==> src/rtl/sound_mix_matrix.sv <==
// sound_mix_matrix
// Runtime-programmable CH_COUNT x OUT_COUNT audio mixing matrix. On each
// SAMPLE_STB the channel inputs are snapshotted. One shared multiplier then
// walks every (output, channel) term, one term per clock. Each output bus
// gets sum(sample * gain) >>> (GAIN_WIDTH-1), saturated to OUT_WIDTH.
//
// Ports
//   CLK         system clock
//   RESET_n     synchronous active-low reset
//   SAMPLE_STB  one-cycle pulse that starts a mixing frame
//   IN          channel samples, ch k at [k*IN_WIDTH +: IN_WIDTH] (signed)
//   GAIN_WE     gain write request
//   GAIN_ADDR   gain entry index = out*CH_COUNT + ch
//   GAIN_DIN    gain value (unsigned, unity = 2^(GAIN_WIDTH-1))
//   GAIN_READY  write port can accept a write
//   OVR_CLR     clears OVERRUN
//   OUT         mixed samples, bus m at [m*OUT_WIDTH +: OUT_WIDTH] (signed)
//   OUT_VALID   one-cycle pulse when OUT updates
//   BUSY        frame in progress
//   OVERRUN     sticky: SAMPLE_STB arrived while BUSY
module sound_mix_matrix #(
  parameter int CH_COUNT   = 4,
  parameter int OUT_COUNT  = 2,
  parameter int IN_WIDTH   = 16,
  parameter int OUT_WIDTH  = 16,
  parameter int GAIN_WIDTH = 8,
  localparam int TERMS  = CH_COUNT * OUT_COUNT,
  localparam int ADDR_W = (TERMS > 1) ? $clog2(TERMS) : 1
) (
  input  logic                           CLK,
  input  logic                           RESET_n,
  input  logic                           SAMPLE_STB,
  input  logic [CH_COUNT*IN_WIDTH-1:0]   IN,
  input  logic                           GAIN_WE,
  input  logic [ADDR_W-1:0]              GAIN_ADDR,
  input  logic [GAIN_WIDTH-1:0]          GAIN_DIN,
  output logic                           GAIN_READY,
  input  logic                           OVR_CLR,
  output logic [OUT_COUNT*OUT_WIDTH-1:0] OUT,
  output logic                           OUT_VALID,
  output logic                           BUSY,
  output logic                           OVERRUN
);

  localparam int CH_W   = (CH_COUNT > 1) ? $clog2(CH_COUNT) : 1;
  localparam int OUT_W  = (OUT_COUNT > 1) ? $clog2(OUT_COUNT) : 1;
  localparam int PROD_W = IN_WIDTH + GAIN_WIDTH + 1;
  localparam int ACC_W  = PROD_W + $clog2(CH_COUNT);

  localparam logic [GAIN_WIDTH-1:0] UNITY     = {1'b1, {(GAIN_WIDTH-1){1'b0}}};
  localparam logic [ADDR_W-1:0]     LAST_TERM = ADDR_W'(TERMS - 1);
  localparam logic [CH_W-1:0]       LAST_CH   = CH_W'(CH_COUNT - 1);

  // Saturation bounds expressed at accumulator width.
  localparam logic signed [ACC_W-1:0] SAT_MAX =
    {{(ACC_W-OUT_WIDTH+1){1'b0}}, {(OUT_WIDTH-1){1'b1}}};
  localparam logic signed [ACC_W-1:0] SAT_MIN =
    {{(ACC_W-OUT_WIDTH+1){1'b1}}, {(OUT_WIDTH-1){1'b0}}};

  typedef enum logic [1:0] {S_IDLE, S_MAC, S_DONE} state_t;

  state_t state_q, state_d;

  logic [ADDR_W-1:0]             term_q;
  logic [CH_W-1:0]               ch_q;
  logic [OUT_W-1:0]              out_q;
  logic signed [IN_WIDTH-1:0]    snap_q  [CH_COUNT];
  logic [GAIN_WIDTH-1:0]         gain_q  [TERMS];
  logic signed [ACC_W-1:0]       acc_q;
  logic signed [OUT_WIDTH-1:0]   stage_q [OUT_COUNT];
  logic signed [OUT_WIDTH-1:0]   out_reg_q [OUT_COUNT];
  logic                          valid_q;
  logic                          ovr_q;

  logic                          pend_valid_q;
  logic [ADDR_W-1:0]             pend_addr_q;
  logic [GAIN_WIDTH-1:0]         pend_data_q;

  logic signed [PROD_W-1:0]      product;
  logic signed [ACC_W-1:0]       acc_sum;
  logic signed [ACC_W-1:0]       shifted;
  logic signed [OUT_WIDTH-1:0]   sat_val;
  logic                          last_ch;
  logic                          last_term;
  logic                          busy;
  logic                          wr_ok;

  assign busy      = (state_q != S_IDLE);
  assign last_ch   = (ch_q == LAST_CH);
  assign last_term = (term_q == LAST_TERM);
  assign wr_ok     = GAIN_WE && !pend_valid_q && (32'(GAIN_ADDR) < TERMS);

  // Shared MAC datapath: the term index walks gains in storage order, so
  // the gain entry is selected directly by term_q.
  always_comb begin
    product = PROD_W'(snap_q[ch_q]) * PROD_W'($signed({1'b0, gain_q[term_q]}));
    acc_sum = acc_q + ACC_W'(product);
    shifted = acc_sum >>> (GAIN_WIDTH - 1);
    if (shifted > SAT_MAX)      sat_val = {1'b0, {(OUT_WIDTH-1){1'b1}}};
    else if (shifted < SAT_MIN) sat_val = {1'b1, {(OUT_WIDTH-1){1'b0}}};
    else                        sat_val = shifted[OUT_WIDTH-1:0];
  end

  // NOTE: always_comb assigns every output a default before the case, so no
  // path can leave state_d unassigned and infer a latch.
  always_comb begin
    state_d = state_q;
    case (state_q)
      S_IDLE:  if (SAMPLE_STB) state_d = S_MAC;
      S_MAC:   if (last_term)  state_d = S_DONE;
      S_DONE:  state_d = S_IDLE;
      default: state_d = S_IDLE;
    endcase
  end

  // NOTE: sequential state uses non-blocking assignments so every register
  // samples pre-edge values regardless of statement order.
  always_ff @(posedge CLK) begin
    if (!RESET_n) state_q <= S_IDLE;
    else          state_q <= state_d;
  end

  always_ff @(posedge CLK) begin
    if (!RESET_n) begin
      term_q  <= '0;
      ch_q    <= '0;
      out_q   <= '0;
      acc_q   <= '0;
      valid_q <= 1'b0;
      for (int c = 0; c < CH_COUNT; c++)  snap_q[c] <= '0;
      for (int m = 0; m < OUT_COUNT; m++) begin
        stage_q[m]   <= '0;
        out_reg_q[m] <= '0;
      end
    end else begin
      valid_q <= 1'b0;
      case (state_q)
        S_IDLE: begin
          if (SAMPLE_STB) begin
            for (int c = 0; c < CH_COUNT; c++)
              snap_q[c] <= IN[c*IN_WIDTH +: IN_WIDTH];
            acc_q  <= '0;
            term_q <= '0;
            ch_q   <= '0;
            out_q  <= '0;
          end
        end
        S_MAC: begin
          term_q <= term_q + 1'b1;
          if (last_ch) begin
            // Bus complete: bank the saturated result, restart the sum.
            stage_q[out_q] <= sat_val;
            acc_q          <= '0;
            ch_q           <= '0;
            out_q          <= out_q + 1'b1;
          end else begin
            acc_q <= acc_sum;
            ch_q  <= ch_q + 1'b1;
          end
        end
        S_DONE: begin
          for (int m = 0; m < OUT_COUNT; m++) out_reg_q[m] <= stage_q[m];
          valid_q <= 1'b1;
        end
        default: ;
      endcase
    end
  end

  // Gain table. While a frame is running, writes are parked so the frame
  // keeps the gains it started with; the parked write lands at DONE.
  // NOTE: the gain table is reset (unlike a plain RAM) because unity gains
  // are an architectural reset value, so it must stay in flops.
  always_ff @(posedge CLK) begin
    if (!RESET_n) begin
      for (int i = 0; i < TERMS; i++) gain_q[i] <= UNITY;
      pend_valid_q <= 1'b0;
      pend_addr_q  <= '0;
      pend_data_q  <= '0;
    end else begin
      case (state_q)
        S_MAC: begin
          if (wr_ok) begin
            pend_valid_q <= 1'b1;
            pend_addr_q  <= GAIN_ADDR;
            pend_data_q  <= GAIN_DIN;
          end
        end
        S_DONE: begin
          // With nothing parked, a write arriving now is past every term of
          // the frame and can commit immediately.
          if (pend_valid_q) begin
            gain_q[pend_addr_q] <= pend_data_q;
            pend_valid_q        <= 1'b0;
          end else if (wr_ok) begin
            gain_q[GAIN_ADDR] <= GAIN_DIN;
          end
        end
        default: begin
          if (wr_ok) gain_q[GAIN_ADDR] <= GAIN_DIN;
        end
      endcase
    end
  end

  // A new overrun wins over a simultaneous clear.
  always_ff @(posedge CLK) begin
    if (!RESET_n)                ovr_q <= 1'b0;
    else if (SAMPLE_STB && busy) ovr_q <= 1'b1;
    else if (OVR_CLR)            ovr_q <= 1'b0;
  end

  for (genvar m = 0; m < OUT_COUNT; m++) begin : g_out
    assign OUT[m*OUT_WIDTH +: OUT_WIDTH] = out_reg_q[m];
  end

  assign OUT_VALID  = valid_q;
  assign BUSY       = busy;
  assign OVERRUN    = ovr_q;
  assign GAIN_READY = !pend_valid_q;

endmodule

==> config.mk <==
export PLATFORM = sky130hd
export DESIGN_NAME = sound_mix_matrix
export DESIGN_NICKNAME = d
export VERILOG_FILES = /design/src/rtl/sound_mix_matrix.sv
export SDC_FILE = /design/constraint.sdc
export NUM_CORES = 1
export LEC_CHECK = 0
export ABC_AREA = 1
export BUFFER_PORTS_ARGS = -buffer_cell sky130_fd_sc_hd__buf_2
export CAP_MARGIN = 20
export CORE_MARGIN = 3
export CORE_UTILIZATION = 62
export DETAILED_ROUTE_END_ITERATION = 12
export HOLD_SLACK_MARGIN = 0.06
export PLACE_DENSITY_LB_ADDON = 0.2
export SLEW_MARGIN = 20
export SYNTH_ARGS = -nofsm -noshare
export SYNTH_HDL_FRONTEND = slang
export SYNTH_SLANG_ARGS = --single-unit
==> constraint.sdc <==
create_clock -name CLK -period 7.95 [get_ports CLK]
set_input_delay 0.795 -clock CLK [delete_from_list [all_inputs] [get_ports CLK]]
set_output_delay 0.795 -clock CLK [all_outputs]
set_load 0.005 [all_outputs]
# Word level (Yosys, flattened, before mapping)
# Memories as Yosys holds them, arrays and structs flattened. A register that Yosys moved wholly into a read port is not among the register bits.
# Index checks and enable logic that the tools add are counted.
[totals] mem_count=4 regBits=49 inputBits=80 ramBits=192 output_inout_bits=36 wordCells=117
[op_classes] addsub=4 eq_ne=8 reduce_logical=17 mul=1 bitwise=7 magnitude_cmp=2 mux=64
[mem_list] memory="gain_q" depth=8 width=8 read_ports=1 rd_clocked_by_memory_dff=1 write_ports=8 line_no="68" text="logic [GAIN_WIDTH-1:0] gain_q [TERMS];"
[mem_list] memory="snap_q" depth=4 width=16 read_ports=1 rd_clocked_by_memory_dff=1 write_ports=4 line_no="67" text="logic signed [IN_WIDTH-1:0] snap_q [CH_COUNT];"
[mem_list] memory="out_reg_q" depth=2 width=16 read_ports=2 rd_clocked_by_memory_dff=0 write_ports=2 line_no="71" text="logic signed [OUT_WIDTH-1:0] out_reg_q [OUT_COUNT];"
[mem_list] memory="stage_q" depth=2 width=16 read_ports=2 rd_clocked_by_memory_dff=0 write_ports=2 line_no="70" text="logic signed [OUT_WIDTH-1:0] stage_q [OUT_COUNT];"
[ops] operator="16-bit two-way mux" count=9
[ops] operator="27-bit two-way mux" count=2
[ops] operator="27-bit one-hot mux with 2 select lines" count=1
[ops] operator="1-bit two-way mux" count=33
[ops] operator="27-bit by 25-bit adder with 27-bit output" count=1
[ops] operator="16-bit by 9-bit multiplier with 25-bit output" count=1
[ops] operator="8-bit two-way mux" count=3
[ops] operator="20-bit by 16-bit > comparator with 1-bit output (second input constant)" count=1
[ops] operator="20-bit by 16-bit less-than comparator with 1-bit output (second input constant)" count=1
[ops] operator="16-bit OR reduction" count=1
[ops] operator="8-bit OR reduction" count=2
[ops] operator="3-bit two-way mux" count=5
[ops] operator="2-bit two-way mux" count=6
[ops] operator="2-bit != test (second input constant)" count=4
[ops] operator="2-bit one-hot mux with 2 select lines" count=2
[ops] operator="2-bit AND reduction" count=4
[ops] operator="2-bit nonzero test" count=4
[ops] operator="1-bit bitwise OR" count=7
[ops] operator="3-bit one-hot mux with 2 select lines" count=1
[ops] operator="2-bit == test (second input constant)" count=2
[ops] operator="1-bit one-hot mux with 2 select lines" count=2
[ops] operator="3-bit by 1-bit adder with 3-bit output (second input constant)" count=1
[ops] operator="3-bit == test (second input constant)" count=1
[ops] operator="3-bit AND reduction" count=1
[ops] operator="other kinds (7)" count=8

# Longest topological paths before layout
# Gate-level depths: netlist of the first run.
[logic_depth] depth_word=10 mapped_depth=35

# Least setup slack after synthesis of the first run
# Ideal clock, no wire load.
[synth_path] path_kind="flip-flop to flip-flop" from="register with a tool-made name" to="memory stage_q[0][10] (data pin)" stages_incl_launch_ff=30 t_arrival_ps=5746 setup_time_ps=270 setup_slack_ps=1934 synth_period_minus_slack_ps=6016 path_buffers=3 required_ps=7680 cell_sequence="dfxtp_1 -> inv_1 -> clkbuf_1 -> o21ai_0 -> o221ai_1 -> nand2_1 -> inv_1 -> clkbuf_1 -> nand2_1 -> fa_1 -> fa_1 -> inv_1 -> fa_1 -> inv_1 -> fa_1 -> fa_1 -> inv_1 -> ha_1 -> nand2_1 -> nor3_1 -> nand2_1 -> nor4_2 -> nand2_1 -> nand2_1 -> nand2_1 -> nand2_2 -> inv_2 -> nand2_2 -> buf_6 -> a21oi_1"
[synth_rtl] item="end, declared" line_no="70"

==> run_results.csv, run 1 <==
group,metric,value,unit
run_status,status,"finished, final reports clean",
floorplan,start_util,63.5,%
floorplan,coreArea,25400,um^2
finish,fin_util,69.8,%
sta,layout_min_cycle_time,7.45,ns
synthesis,ys.flop_type,"edfxtp_1",
finish,syn_to_final_growth,9.98,%
sta,period_share,93.7,%
finish,final_cell_mix,"inv_1 (405), nand2_1 (342), nor2_1 (315)",
synthesis,yosys_register_bits,246,
finish,design_area,17700,um^2
synthesis,postSynthCellCount,1848,
sta,max_freq,134,MHz
hold_path,hold_class,"reg -> reg",
synthesis,ys_types,34,
power,power_frac_comb,63.6,%
run,maxCapViolCount,0,
drt,drc_errors,0,
drt,wl_per_cell,15.4,um
synthesis,synth-xor-area-share,0.924,%
critical_path,critPathCaptureType,"flip-flop",
power,swShare,51.4,%
clocking,ctsHoldBuffers,0,
sta,worst_pin_slew,1.00,ns
grt,grt-ovfl-total,0,
drt,dr.pass1.iters,7,
clocking,clkLatencyLatePin,0.53,ns
synthesis,synthArstFlopShare,0,%
power,pwr-share-clk,15.1,%
sta,setup_viol,0,
floorplan,die_area,28000,um^2
placed_design,dp_hpwl,26800,um
grt,grt_max_degree,65,
placed_design,dp_slack,0.550,ns
synthesis,ys_top_cells_by_area,"edfxtp_1 (36%), fa_1 (16%), inv_1 (9.4%)",
synthesis,yosys.area_share.adder,20.8,%
placed_design,place.gp.congestion,0.908,
grt,grt_first_pass_wirelength,58200,um
power,p_leak,8.55,nW
finish,layout.cells.most_common,"inv_1",
synthesis,synth_top_cell_by_area,"edfxtp_1",
sta,fin_skew,0.0117,ns
power,power_frac_seq,21.3,%
synthesis,syn_nets,2120,
floorplan,die_h,167,um
sta,maxSlewHeadroom,32.9,%
clocking,post_cts.repair.setup_buffers,0,
floorplan,rows,58,
power,power.total,7.32,mW
finish,final_nets,2215,
floorplan,die_w,167,um
floorplan,io_pins,116,
critical_path,critPathLaunchType,"flip-flop",
synthesis,yosysWarnings,0,
critical_path,r2r_slack,0.50,ns
power,power.internal,3.56,mW
clocking,cts.sinks,246,
sta,final.setup.worst_slack,0.504,ns
drt,drtIter0Drc,947,
placed_design,dpl_cell_area,16900,um^2
drt,via_per_inst,5.24,
clocking,path_clk_slew,0.06,ns
synthesis,synth_top_family_by_area,"adder cells",
clocking,cts_resized,0,
synthesis,avgSynthCellArea,8.72,um^2
clocking,clockBufferDepth,3,
clocking,cts_tree,"built",
sta,rsz0062_at_grt,"no",
critical_path,crit_required,8.20,ns
clocking,cts_root_buf,"clkbuf_16",
critical_path,cp_max_fo,32,
placed_design,io_buffers,115,
finish,drive_gt1_share,9.12,%
synthesis,yosys-mux-area-fraction,0,%
sta,maxSlewViolCount,0,
finish,fillCellCount,2053,
synthesis,synth_compound_area_share,7.38,%
finish,diodes,0,
grt,grt_util_all_layers,25.2,%
sta,finalHoldViolCount,0,
clocking,cts-buffers-inserted,26,
grt,antenna_found_initial,0,
grt,grt_pass1_vias,11826,
synthesis,synth_edf_count,192,
critical_path,cp.arrival,7.69,ns
sta,final.setup.tns,0,ns
power,powerDensity,413,nW/um^2
drt,wl,35300,um
synthesis,synth.top_cell.area_share,35.8,%
critical_path,critPathKind,"reg -> reg",
drt,vias,12009,
synthesis,synth_area,16100,um^2
synthesis,synth_seq_area_share,42.5,%
power,ir_drop,0.469,mV
clocking,cts_max_level,1,
drt,postRouteAntennaNets,0,
power,p_sw,3.77,mW
synthesis,synth_simple_gate_area_share,17.4,%
## power by group through the flow
stage          combinational (mW)  clock (mW)  sequential (mW)
2_1_floorplan                3.53           0             1.58
3_3_place_gp                 4.55           0             1.58
3_5_place_dp                 4.60           0             1.59
4_1_cts                      4.63        1.12             1.56
5_1_grt                      5.23        1.17             1.57
6_report                     4.66        1.11             1.56
## cells in the mapped netlist (9+ instances only)
master / n
inv_1: 405
nand2_1: 345
nor2_1: 315
edfxtp_1: 192
fa_1: 127
a21oi_1: 114
ha_1: 65
o21ai_0: 55
dfxtp_1: 54
clkbuf_1: 50
nand3_1: 28
a32oi_1: 16
o221ai_1: 12
o21ai_1: 9
xor2_1: 9
## flip-flops by register name, indices dropped and copies added, names as in the netlist, named ones only
| name | cells |
|---|---|
| out_q | 1 |
| gain_q | 64 |
| acc_q | 27 |
| pend_addr_q | 3 |
| OVERRUN | 1 |
| pend_valid_q | 1 |
| OUT_VALID | 1 |
| stage_q | 32 |
| out_reg_q | 32 |
| term_q | 3 |
| pend_data_q | 8 |
| ch_q | 2 |
| snap_q | 64 |
| state_q | 2 |
## worst paths after layout
check | startpoint | endpoint | cells after the start
setup / recovery | flip-flop | stage_q[0][12] | 26
setup reg to reg | flip-flop | stage_q[0][12] | 26
hold / removal | pend_addr_q[2] | pend_addr_q[2] | 2
hold reg to reg | pend_addr_q[2] | pend_addr_q[2] | 2
## stage by stage
stage	hold WS, ns	std cells
after floorplan	0.430	1848
after global placement	0.440	2244
after detailed placement	0.448	2244
after CTS	0.457	2291
after global routing	0.481	2292
final	0.453	2292
## cells by family after synthesis
family,count (synthesis)
buffers and inverters,464
XOR/XNOR,17
adder cells (fa/ha/maj),192
AO/OA/AOI/OAI,214
flip-flops,246
AND/OR/NAND/NOR,715
## worst max-delay path, cell delays in order, from the launching register on
cell and delay, ns:
dfxtp_1 0.30, inv_1 0.70, a21oi_1 0.09, a32oi_1 0.40
inv_1 0.26, nor2_1 0.31, inv_1 0.10, fa_1 0.63
fa_1 0.70, inv_1 0.09, fa_1 0.51, inv_1 0.05
fa_1 0.46, fa_1 0.49, inv_1 0.04, ha_1 0.40
nand2_1 0.11, nor3_1 0.24, nand2_1 0.14, nor4_2 0.14
nand2_1 0.09, nand2_1 0.07, nand2_1 0.06, nand2_2 0.13
inv_2 0.07, nand2_2 0.40, a21oi_1 0.16
## layout make-up
cell class	count	area [um^2]	share of cell area, %
Clock buffer	34	681	3.84
Clock inverter	13	86.3	0.487
Inverter	407	1530	8.62
Multi-Input combinational cell	1138	7510	42.4
Sequential cell	246	6850	38.6
Tap cell	330	413	2.33
Timing Repair Buffer	124	663	3.74
## layer usage
metal | global-route usage [%] | part of all wire, % | wire length (um) | vias to the layer above
li1 | - | - | - | 5907
met1 | 35.4 | 44 | 15400 | 5622
met2 | 41.7 | 47 | 16700 | 394
met3 | 2.69 | 5.5 | 1940 | 86
met4 | 8.50 | 3.5 | 1250 | 0
met5 | 0 | 0 | 0 | -
(Power assumes the default switching activity.)
==> run 2: changes to the inputs <==
--- a/config.mk
+++ b/config.mk
@@ -6,11 +6,11 @@
 export NUM_CORES = 1
 export LEC_CHECK = 0
 export ABC_AREA = 1
-export BUFFER_PORTS_ARGS = -buffer_cell sky130_fd_sc_hd__buf_2
 export CAP_MARGIN = 20
 export CORE_MARGIN = 3
-export CORE_UTILIZATION = 62
+export CORE_UTILIZATION = 65
 export DETAILED_ROUTE_END_ITERATION = 12
+export DONT_BUFFER_PORTS = 1
 export HOLD_SLACK_MARGIN = 0.06
 export PLACE_DENSITY_LB_ADDON = 0.2
 export SLEW_MARGIN = 20
==> run 2 against run 1 <==
Against the previous run: critical path depth did not move; final cell count fell by 5.4%; sequential power about the same; hold slack worse by 0.049 ns; register-to-register slack better by 0.06 ns; die area shrank 4.5%; sequential share of layout area grew 1.3 points; non-clock buffer count decreased by 112; flip-flop and latch count unchanged; routed wire length decreased by 1.6%; combinational power barely moved; critical endpoint is now stage_q[0][6].
==> run_results.csv, run 2 (same netlist as run 1, synthesis figures left out) <==
group,metric,value,unit
finish,drive_gt1_share,3.73,%
hold_path,hold_class,"in -> reg",
clocking,post_cts.repair.setup_buffers,0,
clocking,cts_resized,0,
finish,final_cell_mix,"inv_1 (404), nand2_1 (342), nor2_1 (315)",
finish,diodes,0,
floorplan,die_area,26700,um^2
placed_design,dp_hpwl,26300,um
clocking,clkLatencyLatePin,0.53,ns
sta,worst_pin_slew,0.985,ns
critical_path,crit_required,8.20,ns
grt,grt_pass1_vias,11436,
critical_path,critPathKind,"reg -> reg",
finish,syn_to_final_growth,6.51,%
clocking,cts.sinks,246,
sta,maxSlewHeadroom,33.9,%
floorplan,die_w,163,um
run_status,status,"finished, final reports clean",
clocking,ctsHoldBuffers,0,
power,ir_drop,0.396,mV
critical_path,reg2reg_depth,26,
clocking,cts_max_level,1,
sta,setup_viol,0,
run,maxCapViolCount,0,
finish,reg.largest.list,"gain_q: 64 flops, snap_q: 64 flops",
drt,wl_per_cell,16.0,um
drt,postRouteAntennaNets,0,
sta,finalHoldViolCount,0,
critical_path,rr_endpoint,"stage_q[0][6]",
drt,vias,11731,
floorplan,coreArea,23900,um^2
sta,rsz0062_at_grt,"no",
hold_path,hold_depth,2,
critical_path,critPathSlowestCell,"fa_1",
finish,layout.cells.most_common,"inv_1",
finish,fin_util,71.8,%
hold_path,min_from,"RESET_n",
critical_path,r2r_slack,0.57,ns
drt,drtIter0Drc,1026,
hold_path,hold_end,"pend_data_q[6]",
floorplan,start_util,67.5,%
clocking,cts_tree,"built",
critical_path,cpPeakStageDelay,0.73,ns
drt,drc_errors,0,
clocking,cts_root_buf,"clkbuf_16",
power,powerDensity,428,nW/um^2
clocking,cts-buffers-inserted,26,
clocking,clockBufferDepth,3,
finish,final_nets,2103,
critical_path,cp.arrival,7.63,ns
grt,grt_max_degree,65,
clocking,path_clk_slew,0.06,ns
drt,wl,34700,um
floorplan,io_pins,116,
sta,period_share,92.9,%
sta,fin_skew,0.0139,ns
grt,grt-ovfl-total,0,
grt,grt_util_all_layers,26.8,%
floorplan,die_h,163,um
critical_path,cp_max_fo,30,
critical_path,critPathLaunchType,"flip-flop",
sta,max_freq,135,MHz
floorplan,rows,56,
grt,grt_first_pass_wirelength,57400,um
power,p_leak,8.10,nW
sta,layout_min_cycle_time,7.38,ns
critical_path,critPathCaptureType,"flip-flop",
sta,final.setup.tns,0,ns
drt,dr.pass1.iters,5,
placed_design,place.gp.congestion,0.937,
drt,via_per_inst,5.41,
critical_path,worst_path_most_repeated_cell,"nand2_1",
grt,antenna_found_initial,0,
placed_design,io_buffers,0,
sta,maxSlewViolCount,0,
[run 2: cell count changes in the layout (fill, tap and decap cells not counted)]
cell / change
buf_16: -1
clkinv_1: +1
bufinv_16: +1
clkinvlp_4: -1
buf_8: +1
clkinv_2: +2
nand2_4: -1
buf_4: +3
clkbuf_1: -2
buf_2: -115
nand2_2: +1
inv_1: -1
[run 2: critical path: cells and delay by family, from the launching register on]
| kind | cells | cell delay (ns) |
|---|---|---|
| simple gates | 11 | 1.73 |
| fa+ha+maj | 6 | 3.22 |
| flops | 1 | 0.51 |
| compound gates | 3 | 0.55 |
| buf+inv | 6 | 1.05 |
[run 2: worst max-delay path by stage]
stage                      to  slack [ns]  depth (start not counted)       from
6_report        stage_q[0][6]        0.57                         26  flip-flop
5_1_grt         stage_q[0][6]        0.03                         26  flip-flop
4_1_cts         stage_q[0][6]        0.53                         26  flip-flop
3_5_place_dp    stage_q[0][6]        0.55                         26  flip-flop
3_3_place_gp    stage_q[1][2]        0.74                         26  flip-flop
2_1_floorplan  stage_q[0][10]        1.93                         29  flip-flop
[run 2: routing by layer]
metal  global-route usage [%]  wire (um)
met4                     8.11       1090
met3                     2.71       2070
met1                     38.4      15100
met5                        0          0
met2                     43.9      16500
[run 2: final cells by class]
class | instances | area, um^2
Timing Repair Buffer | 12 | 97.6
Sequential cell | 246 | 6850
Inverter | 407 | 1530
Clock inverter | 15 | 115
Multi-Input combinational cell | 1138 | 7500
Clock buffer | 32 | 673
Fill cell | 1817 | 6730
Tap cell | 319 | 399
[run 2: per-stage QoR]
stage / cells / power, mW / instance area (um^2) / hold WS [ns] / setup WS [ns]
final: 2169 / 7.35 / 17200 / 0.404 / 0.566
after global routing: 2169 / 8.00 / 17200 / 0.386 / 0.0335
after CTS: 2168 / 7.33 / 17100 / 0.385 / 0.527
after detailed placement: 2121 / 6.19 / 16400 / 0.442 / 0.550
after global placement: 2121 / 6.12 / 16400 / 0.437 / 0.742
after floorplan: 1848 / 5.11 / 16100 / 0.430 / 1.93
[run 2: where the power goes]
group	switching (mW)	internal (mW)	total, mW
Clock	0.492	0.636	1.13
Combinational	3.24	1.41	4.66
Sequential	0.0478	1.52	1.57
==> run 3: changes to the inputs <==
--- a/config.mk
+++ b/config.mk
@@ -13,6 +13,7 @@
 export DONT_BUFFER_PORTS = 1
 export HOLD_SLACK_MARGIN = 0.06
 export PLACE_DENSITY_LB_ADDON = 0.2
+export REMOVE_ABC_BUFFERS = 1
 export SLEW_MARGIN = 20
 export SYNTH_ARGS = -nofsm -noshare
 export SYNTH_HDL_FRONTEND = slang
==> run 3 against run 2 <==
Against the previous run: power is 0.49% higher; clock skew is 0.0073 ns higher; largest power group unchanged; critical endpoint is now stage_q[0][5]; clock-buffer cell count is 1 higher; non-clock buffer count is 1 higher; final cell count hardly changed; largest cell class unchanged; flip-flop and latch count stayed put.
==> run_results.csv, run 3 (same netlist as run 1, synthesis figures left out) <==
group,metric,value,unit
floorplan,rows,56,
grt,grt_max_degree,65,
grt,antenna_found_initial,0,
finish,final_nets,2104,
sta,max_freq,137,MHz
clocking,cts.sinks,246,
critical_path,critPathKind,"reg -> reg",
hold_path,hold_class,"in -> reg",
drt,drtIter0Drc,979,
run_status,status,"finished, final reports clean",
clocking,post_cts.repair.setup_buffers,0,
finish,diodes,0,
sta,maxSlewViolCount,0,
power,ir_drop,0.344,mV
critical_path,cp_max_fo,30,
critical_path,critPathCaptureType,"flip-flop",
drt,wl_per_cell,16.0,um
sta,final.setup.tns,0,ns
finish,reg.largest.list,"gain_q: 64 flops, snap_q: 64 flops",
power,p_leak,8.17,nW
clocking,path_clk_slew,0.06,ns
sta,worst_pin_slew,1.05,ns
sta,period_share,91.7,%
floorplan,die_h,163,um
floorplan,die_w,163,um
floorplan,die_area,26700,um^2
drt,postRouteAntennaNets,0,
clocking,cts_tree,"built",
placed_design,place.gp.congestion,0.962,
sta,maxSlewHeadroom,29.6,%
finish,drive_gt1_share,3.89,%
placed_design,dp_hpwl,26200,um
floorplan,start_util,67.5,%
sta,fin_skew,0.0212,ns
clocking,cts-buffers-inserted,26,
grt,grt_pass1_vias,11625,
clocking,clockBufferDepth,3,
finish,layout.cells.most_common,"inv_1",
drt,wl,34800,um
sta,rsz0062_at_grt,"no",
clocking,cts_max_level,1,
floorplan,coreArea,23900,um^2
sta,hold_ws,0.406,ns
sta,setup_viol,0,
drt,drc_errors,0,
clocking,clkLatencyLatePin,0.53,ns
sta,finalHoldViolCount,0,
placed_design,io_buffers,0,
grt,grt_first_pass_wirelength,57400,um
drt,vias,11802,
critical_path,crit_required,8.20,ns
drt,via_per_inst,5.44,
sta,layout_min_cycle_time,7.29,ns
clocking,cts_root_buf,"clkbuf_16",
grt,grt-ovfl-total,0,
grt,grt_util_all_layers,26.8,%
finish,fillCellCount,1759,
run,maxCapViolCount,0,
clocking,ctsHoldBuffers,0,
critical_path,cp.arrival,7.53,ns
floorplan,io_pins,116,
finish,final_cell_mix,"inv_1 (405), nand2_1 (343), nor2_1 (315)",
finish,syn_to_final_growth,7.41,%
power,powerDensity,427,nW/um^2
clocking,cts_resized,0,
power,power.total,7.39,mW
critical_path,critPathLaunchType,"flip-flop",
drt,dr.pass1.iters,6,
[run 3: cell count changes in the layout (fill, tap and decap cells not counted), sizes merged]
cell / previous run / this run
buf: 12 / 13
inv: 406 / 407
clkinv: 13 / 9
clkinvlp: 2 / 1
clkbuf: 32 / 33
bufinv: 1 / 5
[run 3: report_power, final]
part | switching (mW) | internal, mW | total (mW) | leakage (nW)
Combinational | 3.12 | 1.41 | 4.53 | 5.30
Clock | 0.496 | 0.794 | 1.29 | 0.446
Sequential | 0.0496 | 1.52 | 1.57 | 2.43
[run 3: path summary, 6_finish.rpt]
| check | from | to | slack [ns] | cells after the start |
|---|---|---|---|---|
| worst min register to register | pend_data_q[5] | pend_data_q[5] | 0.45 | 2 |
| worst min-delay path | SAMPLE_STB | OVERRUN | 0.41 | 2 |
| worst max-delay path | flip-flop | stage_q[0][5] | 0.66 | 26 |
| worst max register to register | flip-flop | stage_q[0][5] | 0.66 | 26 |
[run 3: area by class of cell]
class	count	area (um^2)	share of cell area [%]
clock buffer	33	708	4.09
clock inverter	15	210	1.21
inverter	407	1530	8.83
multi-input combinational	1138	7510	43.4
sequential	246	6850	39.6
tap	319	399	2.31
timing repair buffer	13	113	0.651
[run 3: metal layers]
layer / GRT usage, % / share of wire (%) / vias up / routed length (um)
li1: - / - / 5681 / -
met1: 37.7 / 43 / 5547 / 14900
met2: 44.6 / 47 / 498 / 16500
met3: 3.07 / 6.9 / 76 / 2400
met4: 7.46 / 2.6 / 0 / 910
met5: 0 / 0 / - / 0
[run 3: through the flow]
step / utilization (%) / std cells / instance area [um^2] / worst slack (ns)
finish: 72.4 / 2171 / 17300 / 0.663
floorplan: - / 1791 / 15900 / 1.31
global placement: 68.5 / 2121 / 16400 / 0.932
detailed placement: 68.5 / 2122 / 16400 / 0.797
global route: 72.4 / 2171 / 17300 / 0.274
CTS: 72.4 / 2170 / 17300 / 0.810
[run 3: worst max-delay path, stage by stage (launching register included)]
cell	delay, ns
dfxtp_1	0.45
inv_1	0.40
o21ai_0	0.16
o221ai_1	0.20
nand2_1	0.19
inv_1	0.42
nand2_1	0.14
fa_1	0.59
fa_1	0.70
inv_1	0.09
fa_1	0.50
inv_1	0.05
fa_1	0.49
fa_1	0.49
inv_1	0.04
ha_1	0.40
nand2_1	0.10
nor3_1	0.28
nand2_1	0.15
nor4_2	0.15
nand2_1	0.12
nand2_1	0.07
nand2_1	0.05
nand2_2	0.12
inv_2	0.07
nand2_2	0.40
a21oi_1	0.17
